<file path="src/rtl/imem_fetch_sequencer.sv">
// Fetch-stage controller: owns the PC, drives the instruction memory address, registers the IF/ID
// boundary and time-shares the single memory read port with a debug/loader read requester.
module imem_fetch_sequencer #(
   parameter logic [31:0] RESET_PC  = 32'h0,
   parameter int          MEM_WORDS = 128
) (
   input  logic        Clk,
   input  logic        Reset,
   input  logic        Start,
   input  logic        Stall,
   input  logic        Redirect,
   input  logic [31:0] RedirectPC,
   input  logic        DbgReq,
   input  logic [31:0] DbgAddr,
   output logic [31:0] ImemAddress,
   input  logic [31:0] ImemInstruction,
   output logic [31:0] IF_Instruction,
   output logic [31:0] IF_PC,
   output logic [31:0] IF_PCPlus4,
   output logic        IF_Valid,
   output logic [31:0] DbgData,
   output logic        DbgValid,
   output logic        Halted
);

   localparam logic [31:0] FETCH_LIMIT = 32'(MEM_WORDS * 4);

   typedef enum logic [1:0] {
      IDLE = 2'd0,
      RUN  = 2'd1,
      HALT = 2'd2
   } state_t;

   state_t      state_reg;
   logic [31:0] pc_reg;
   logic [31:0] if_instr_reg;
   logic [31:0] if_pc_reg;
   logic [31:0] if_pc4_reg;
   logic        if_valid_reg;
   logic [31:0] dbg_data_reg;
   logic        dbg_valid_reg;
   logic        halted_reg;

   logic        dbg_take;
   logic [31:0] redirect_target;

   assign redirect_target = {RedirectPC[31:2], 2'b00};

   // In RUN a debug read may not follow another one directly, so fetch always gets every other slot.
   always_comb begin
      dbg_take = 1'b0;
      case (state_reg)
         RUN:     dbg_take = DbgReq && !Redirect && !dbg_valid_reg;
         default: dbg_take = DbgReq;
      endcase
   end

   assign ImemAddress = dbg_take ? DbgAddr : pc_reg;

   always_ff @(posedge Clk) begin
      if (Reset) begin
         state_reg     <= IDLE;
         pc_reg        <= RESET_PC;
         if_instr_reg  <= 32'h0;
         if_pc_reg     <= 32'h0;
         if_pc4_reg    <= RESET_PC + 32'd4;
         if_valid_reg  <= 1'b0;
         dbg_data_reg  <= 32'h0;
         dbg_valid_reg <= 1'b0;
         halted_reg    <= 1'b0;
      end else begin
         dbg_valid_reg <= dbg_take;
         if (dbg_take) begin
            dbg_data_reg <= ImemInstruction;
         end
         case (state_reg)
            IDLE: begin
               if (Start) begin
                  state_reg <= RUN;
               end
            end
            RUN: begin
               if (Redirect) begin
                  pc_reg       <= redirect_target;
                  if_valid_reg <= 1'b0;
               end else if (dbg_take) begin
                  if (!Stall) begin
                     if_valid_reg <= 1'b0;
                  end
               end else if (!Stall) begin
                  if (pc_reg >= FETCH_LIMIT) begin
                     state_reg    <= HALT;
                     halted_reg   <= 1'b1;
                     if_valid_reg <= 1'b0;
                  end else begin
                     if_instr_reg <= ImemInstruction;
                     if_pc_reg    <= pc_reg;
                     if_pc4_reg   <= pc_reg + 32'd4;
                     if_valid_reg <= 1'b1;
                     pc_reg       <= pc_reg + 32'd4;
                  end
               end
            end
            HALT: begin
               if (Redirect) begin
                  state_reg  <= RUN;
                  halted_reg <= 1'b0;
                  pc_reg     <= redirect_target;
               end
            end
            default: begin
               state_reg <= IDLE;
            end
         endcase
      end
   end

   assign IF_Instruction = if_instr_reg;
   assign IF_PC          = if_pc_reg;
   assign IF_PCPlus4     = if_pc4_reg;
   assign IF_Valid       = if_valid_reg;
   assign DbgData        = dbg_data_reg;
   assign DbgValid       = dbg_valid_reg;
   assign Halted         = halted_reg;

endmodule

</file>
<file path="config.mk">
export PLATFORM = sky130hd
export DESIGN_NAME = imem_fetch_sequencer
export DESIGN_NICKNAME = d
export VERILOG_FILES = /design/src/rtl/imem_fetch_sequencer.sv
export SDC_FILE = /design/constraint.sdc
export NUM_CORES = 1
export LEC_CHECK = 0
export ABC_AREA = 1
export CAP_MARGIN = 10
export CELL_PAD_IN_SITES_DETAIL_PLACEMENT = 1
export CELL_PAD_IN_SITES_GLOBAL_PLACEMENT = 1
export CORE_ASPECT_RATIO = 1.4
export CORE_MARGIN = 5
export CORE_UTILIZATION = 27
export CTS_CLUSTER_DIAMETER = 60
export DETAILED_ROUTE_END_ITERATION = 10
export HOLD_SLACK_MARGIN = 0.03
export PLACE_DENSITY = 0.84
export SYNTH_ARGS = -nofsm -noshare
export SYNTH_HDL_FRONTEND = slang
export SYNTH_SLANG_ARGS = --single-unit
</file>
<file path="constraint.sdc">
create_clock -name Clk -period 1.6 [get_ports Clk]
set_input_delay 0.24 -clock Clk [delete_from_list [all_inputs] [get_ports Clk]]
set_output_delay 0.24 -clock Clk [all_outputs]
set_load 0.01 [all_outputs]
</file>
; Word level (Yosys, flattened, before mapping)
; Index checks and enable logic that the tools add are counted.
[classes]
add_sub_neg = 1
eq_ne = 12
bitwise = 4
reduce_logical = 11
n_lt_le_gt_ge = 1
n_mux = 26
[ops]
columns = op, n
row1 = 32-bit 2-to-1 mux, 6
row2 = 32-bit case mux with 2 select lines, 1
row3 = "32-bit by 3-bit adder with 32-bit output, second input constant", 1
row4 = "32-bit by 10-bit >= comparator with 1-bit output, second input constant", 1
row5 = 2-bit 2-to-1 mux, 6
row6 = "2-bit inequality test, second input constant", 6
row7 = 6-bit AND reduction, 2
row8 = 1-bit 2-to-1 mux, 11
row9 = 5-bit AND reduction, 2
row10 = "3-bit inequality test, second input constant", 3
row11 = 2-bit case mux with 3 select lines, 1
row12 = 1-bit inverter, 4
row13 = "2-bit by 1-bit equality test with 1-bit output, second input constant", 1
row14 = "2-bit equality test, second input constant", 1
row15 = 1-bit logical AND, 2
row16 = 1-bit zero test, 2
row17 = 2-bit zero test, 1
row18 = "2-bit by 1-bit inequality test with 1-bit output, second input constant", 1
row19 = 1-bit case mux with 2 select lines, 1
row20 = 2-bit AND reduction, 1
row21 = 2-bit nonzero test, 1
[totals]
register_bits = 165
output_inout_bits = 163
in_bits = 102

; Logic depth before layout (Yosys ltp)
[depth]
depth_word = 7
ltp_mapped = 11
mapped_depth_nobuf = 10

; Least setup slack after synthesis
; OpenSTA, ideal clock, no wires.
[synth_path]
path_kind = register to output
from = register dbg_valid_reg, in the netlist DbgValid
to = output port ImemAddress[21]
setup_slack_ns = 0.010
path_stages_with_launch = 8
n_path_buf = 2
arrival_time_ns = 1.350
path_cell_list = dfxtp_1 > nor3_2 > nand2_2 > o21ai_4 > buf_2 > buf_2 > nand2_1 > o21ai_0
[synth_via]
elab_chain_len = 4
[synth_rtl]
columns = element, line
row1 = "start, declared", 41  ; logic dbg_valid_reg;
row2 = "start signal, assigned", 72  ; dbg_valid_reg <= dbg_take;
row3 = 1-bit zero test, 53  ; RUN: dbg_take = DbgReq && !Redirect && !dbg_valid_reg;
row4 = 1-bit logical AND, 53
row5 = 1-bit 2-to-1 mux, 52  ; case (state_reg)
row6 = 32-bit 2-to-1 mux, 58  ; assign ImemAddress = dbg_take ? DbgAddr : pc_reg;
row7 = "end, declared", 15  ; output logic [31:0] ImemAddress,
; Every way passes these cells.

; Worst setup path in the final report
[layout_path]
from = register state_reg[0]
to = output port ImemAddress[10]
[layout_via]
elab_chain_len = 3
[layout_rtl]
columns = element, line
row1 = "start, declared", 34  ; state_t state_reg;
row2 = "start signal, assigned", 62  ; state_reg <= IDLE;
row3 = "start signal, assigned", 79  ; state_reg <= RUN;
row4 = "start signal, assigned", 92  ; state_reg <= HALT;
row5 = 2-bit by 1-bit equality test with 1-bit output, 52
row6 = 1-bit 2-to-1 mux, 52
row7 = 32-bit 2-to-1 mux, 58
; Every way passes these cells.

==> metrics.cfg <==
[run_status]
status=finished, violations left
violations=setup timing

[place]
port_buffers=258
dpl-instance-area_um2=9970
dp.final_hpwl_um=19100
numPlacedInstances=1509
gp_congestion=0.848
dp_slack_ns=-0.798

[timing]
finalSetupViolCount=188
period_needed_ns=2.03
final_max_slew_viol_count=0
relSlewSlack_pct=64.7
timing.final.crit_share_pct=127
fmax_mhz=492
fin_ws_ns=-0.431
finalHoldViolCount=0
rsz0062_at_grt=true
finalClockSkew_ns=0.00968
worst_pin_slew_ns=0.522

[final_layout]
final_cell_mix=187 x nor2_1, 155 x dfxtp_1, 129 x nand2_1
finalNonFillerCells=1581
final_common_cell=nor2_1
drive_above_1_share_pct=26.7
nets=1362
nFillCells=2775
fin_area_um2=12100
syn_to_final_growth_pct=84.0
diodes=0

[clock_network]
hold_buffers=0
clockBufferDepth=2
clk_pin_slew_worst_paths_ns=0.07
h-tree-depth=4
cts_root_buf=clkbuf_16
clkSinkCount=159
cts_tree=yes
worstSkewPairLatency_ns=0.44
cts_made_buffers=17

[synth]
synth_async_sr_flop_share_pct=0
synth_edf_count=0
synth.cell_area_um2=6580
ys_seq_area_share_pct=48.4
post_synth.cell_area_avg_um2=7.14
syn-instance-count=921
synth_ff_type=dfxtp_1
ys_types=31
yosys_warnings=0
ys_seq_elements=159

[pwr]
comb_power_share_pct=45.7
p_clk_share_pct=24.9
swShare_pct=37.8
peakVddDrop_mv=0.849
p_leak_nw=7.09
power_frac_seq_pct=29.4
power.internal_mw=10.5
p_per_area_nw_per_um2=1390
p_switching_mw=6.36

[global_route]
grtUsageTotal_pct=21.3
grt_pass1_vias=8274
grt_pass1_wl_um=45900
met1_usage_pct=21.0
grt_use_met2_pct=40.1
gr-total-overflow=0
grt_max_degree=69
grt_util_met3_pct=5.46
antenna_found_initial=0
grt_busiest_layer=met2

[setup_path]
r2r_cells=12
critPathCaptureType=primary output
worstPathMaxFanout=5
crit_slowest_cell=dfxtp_2
crit_arrival_ns=1.79
max_stage_delay_ns=0.35
path_cells=inv_4 -> nor2_8 -> nand2_4 -> o21ai_4 -> buf_12 -> buf_12 -> clkbuf_16 -> o21ai_2 -> buf_2
path_class=flop to primary output
start_kind=flop
cp_common_cell=buf_12
cp.required_ns=1.36

[run]
drv_cap=0

[route]
wirelength_um=31100
drtPass1Iterations=4
drtIter0Drc=246
vias_per_cell=4.76
wl_per_cell_um=19.6
final_antenna_net_count=0
drc=0
via_count=7518

[die]
rows=67
io_pins=265
start_util_pct=27.4
die_height_um=195
die-area_um2=27600
coreArea_um2=24000
die_w_um=142

[worst_hold_path]
hold_path.class=input port to flop
hold_depth=3

power by group through the flow:
stage               registers, mW  clock network, mW  logic, mW
floorplan                    5.08                  0       2.62
global placement             4.95                  0       5.58
detailed placement           4.98                  0       5.76
CTS                          4.93               4.25       7.22
global route                 5.00               4.45       8.23
finish                       4.94               4.18       7.68
synthesized netlist by cell type (all sizes together) (2+ instances only):
cell type / n / share of area (%)
a21oi: 26 / 2.0
buf: 33 / 2.9
clkbuf: 25 / 1.4
dfxtp: 159 / 48
ha: 2 / 0.38
inv: 94 / 5.4
mux2i: 2 / 0.30
nand2: 147 / 8.7
nand3: 63 / 4.8
nand4: 6 / 0.67
nor2: 224 / 14
o21ai: 124 / 9.6
or2: 3 / 0.29
xor2: 8 / 1.1
layout make-up:
cell class	count	area [um^2]	share of cell area, %
multi-input cells	614	3340	27.6
repair inverters	1	8.76	0.0724
clock buffers	18	439	3.63
well taps	310	388	3.20
clock inverters	14	155	1.28
inverters	94	385	3.18
flip-flops and latches	159	3190	26.3
repair buffers	371	4200	34.7
layer usage:
layer,up-vias,wire [um]
li1,3565,-
met1,3616,10700
met2,255,16900
met3,82,1950
met4,0,1560
met5,-,0
final timing paths:
kind | slack [ns] | from | endpoint
worst min-delay path | 0.42 | ImemInstruction[9] | DbgData[9]$_SDFFE_PP0P_
worst min register to register | 0.45 | IF_PC[23]$_SDFFE_PP0P_ | IF_PC[23]$_SDFFE_PP0P_
worst max-delay path | -0.43 | state_reg[0]$_SDFFE_PP0P_ | ImemAddress[10]
worst max register to register | -0.28 | state_reg[0]$_SDFFE_PP0P_ | pc_reg[17]$_SDFFE_PP0P_
through the flow:
stage	setup TNS, ns	hold WS (ns)	utilization, %	power, mW
after global placement	-76.73	0.439	41.6	10.5
after global routing	-45.74	0.413	50.5	17.7
after CTS	-43.95	0.388	48.4	16.4
final	-31.80	0.422	50.5	16.8
after floorplan	0	0.375	-	7.71
after detailed placement	-89.80	0.444	41.6	10.7
cells by family (layout without fill, tap and decap cells):
kind of cell               after synthesis  count (layout)  share of synthesized area (%)
and+or+nand+nor                        445             446                           28.2
DFF                                    159             159                           48.4
buffers and inverters                  152             498                           9.70
AOI/OAI and AO/OA                      151             151                           11.8
xor gates and xnor gates                 9               9                           1.20
adders and majority gates                2               2                          0.380
muxes                                    2               2                          0.304
other                                    1               4                         0.0570
critical path, delay by kind of cell (launching register included):
family,cells,cell delay [ns]
and+or+nand+nor,2,0.20
buffers and inverters,5,0.64
AOI/OAI and AO/OA,2,0.14
DFF,1,0.35
timing repair:
item / in CTS / in global routing
buffers inserted: 20 / 6
gates cloned: 19 / 1
endpoints found under the setup margin: 223 / 294
resized for setup: 339 / 186
pin swaps: 30 / 12
Power figures use the tool's default switching activity.
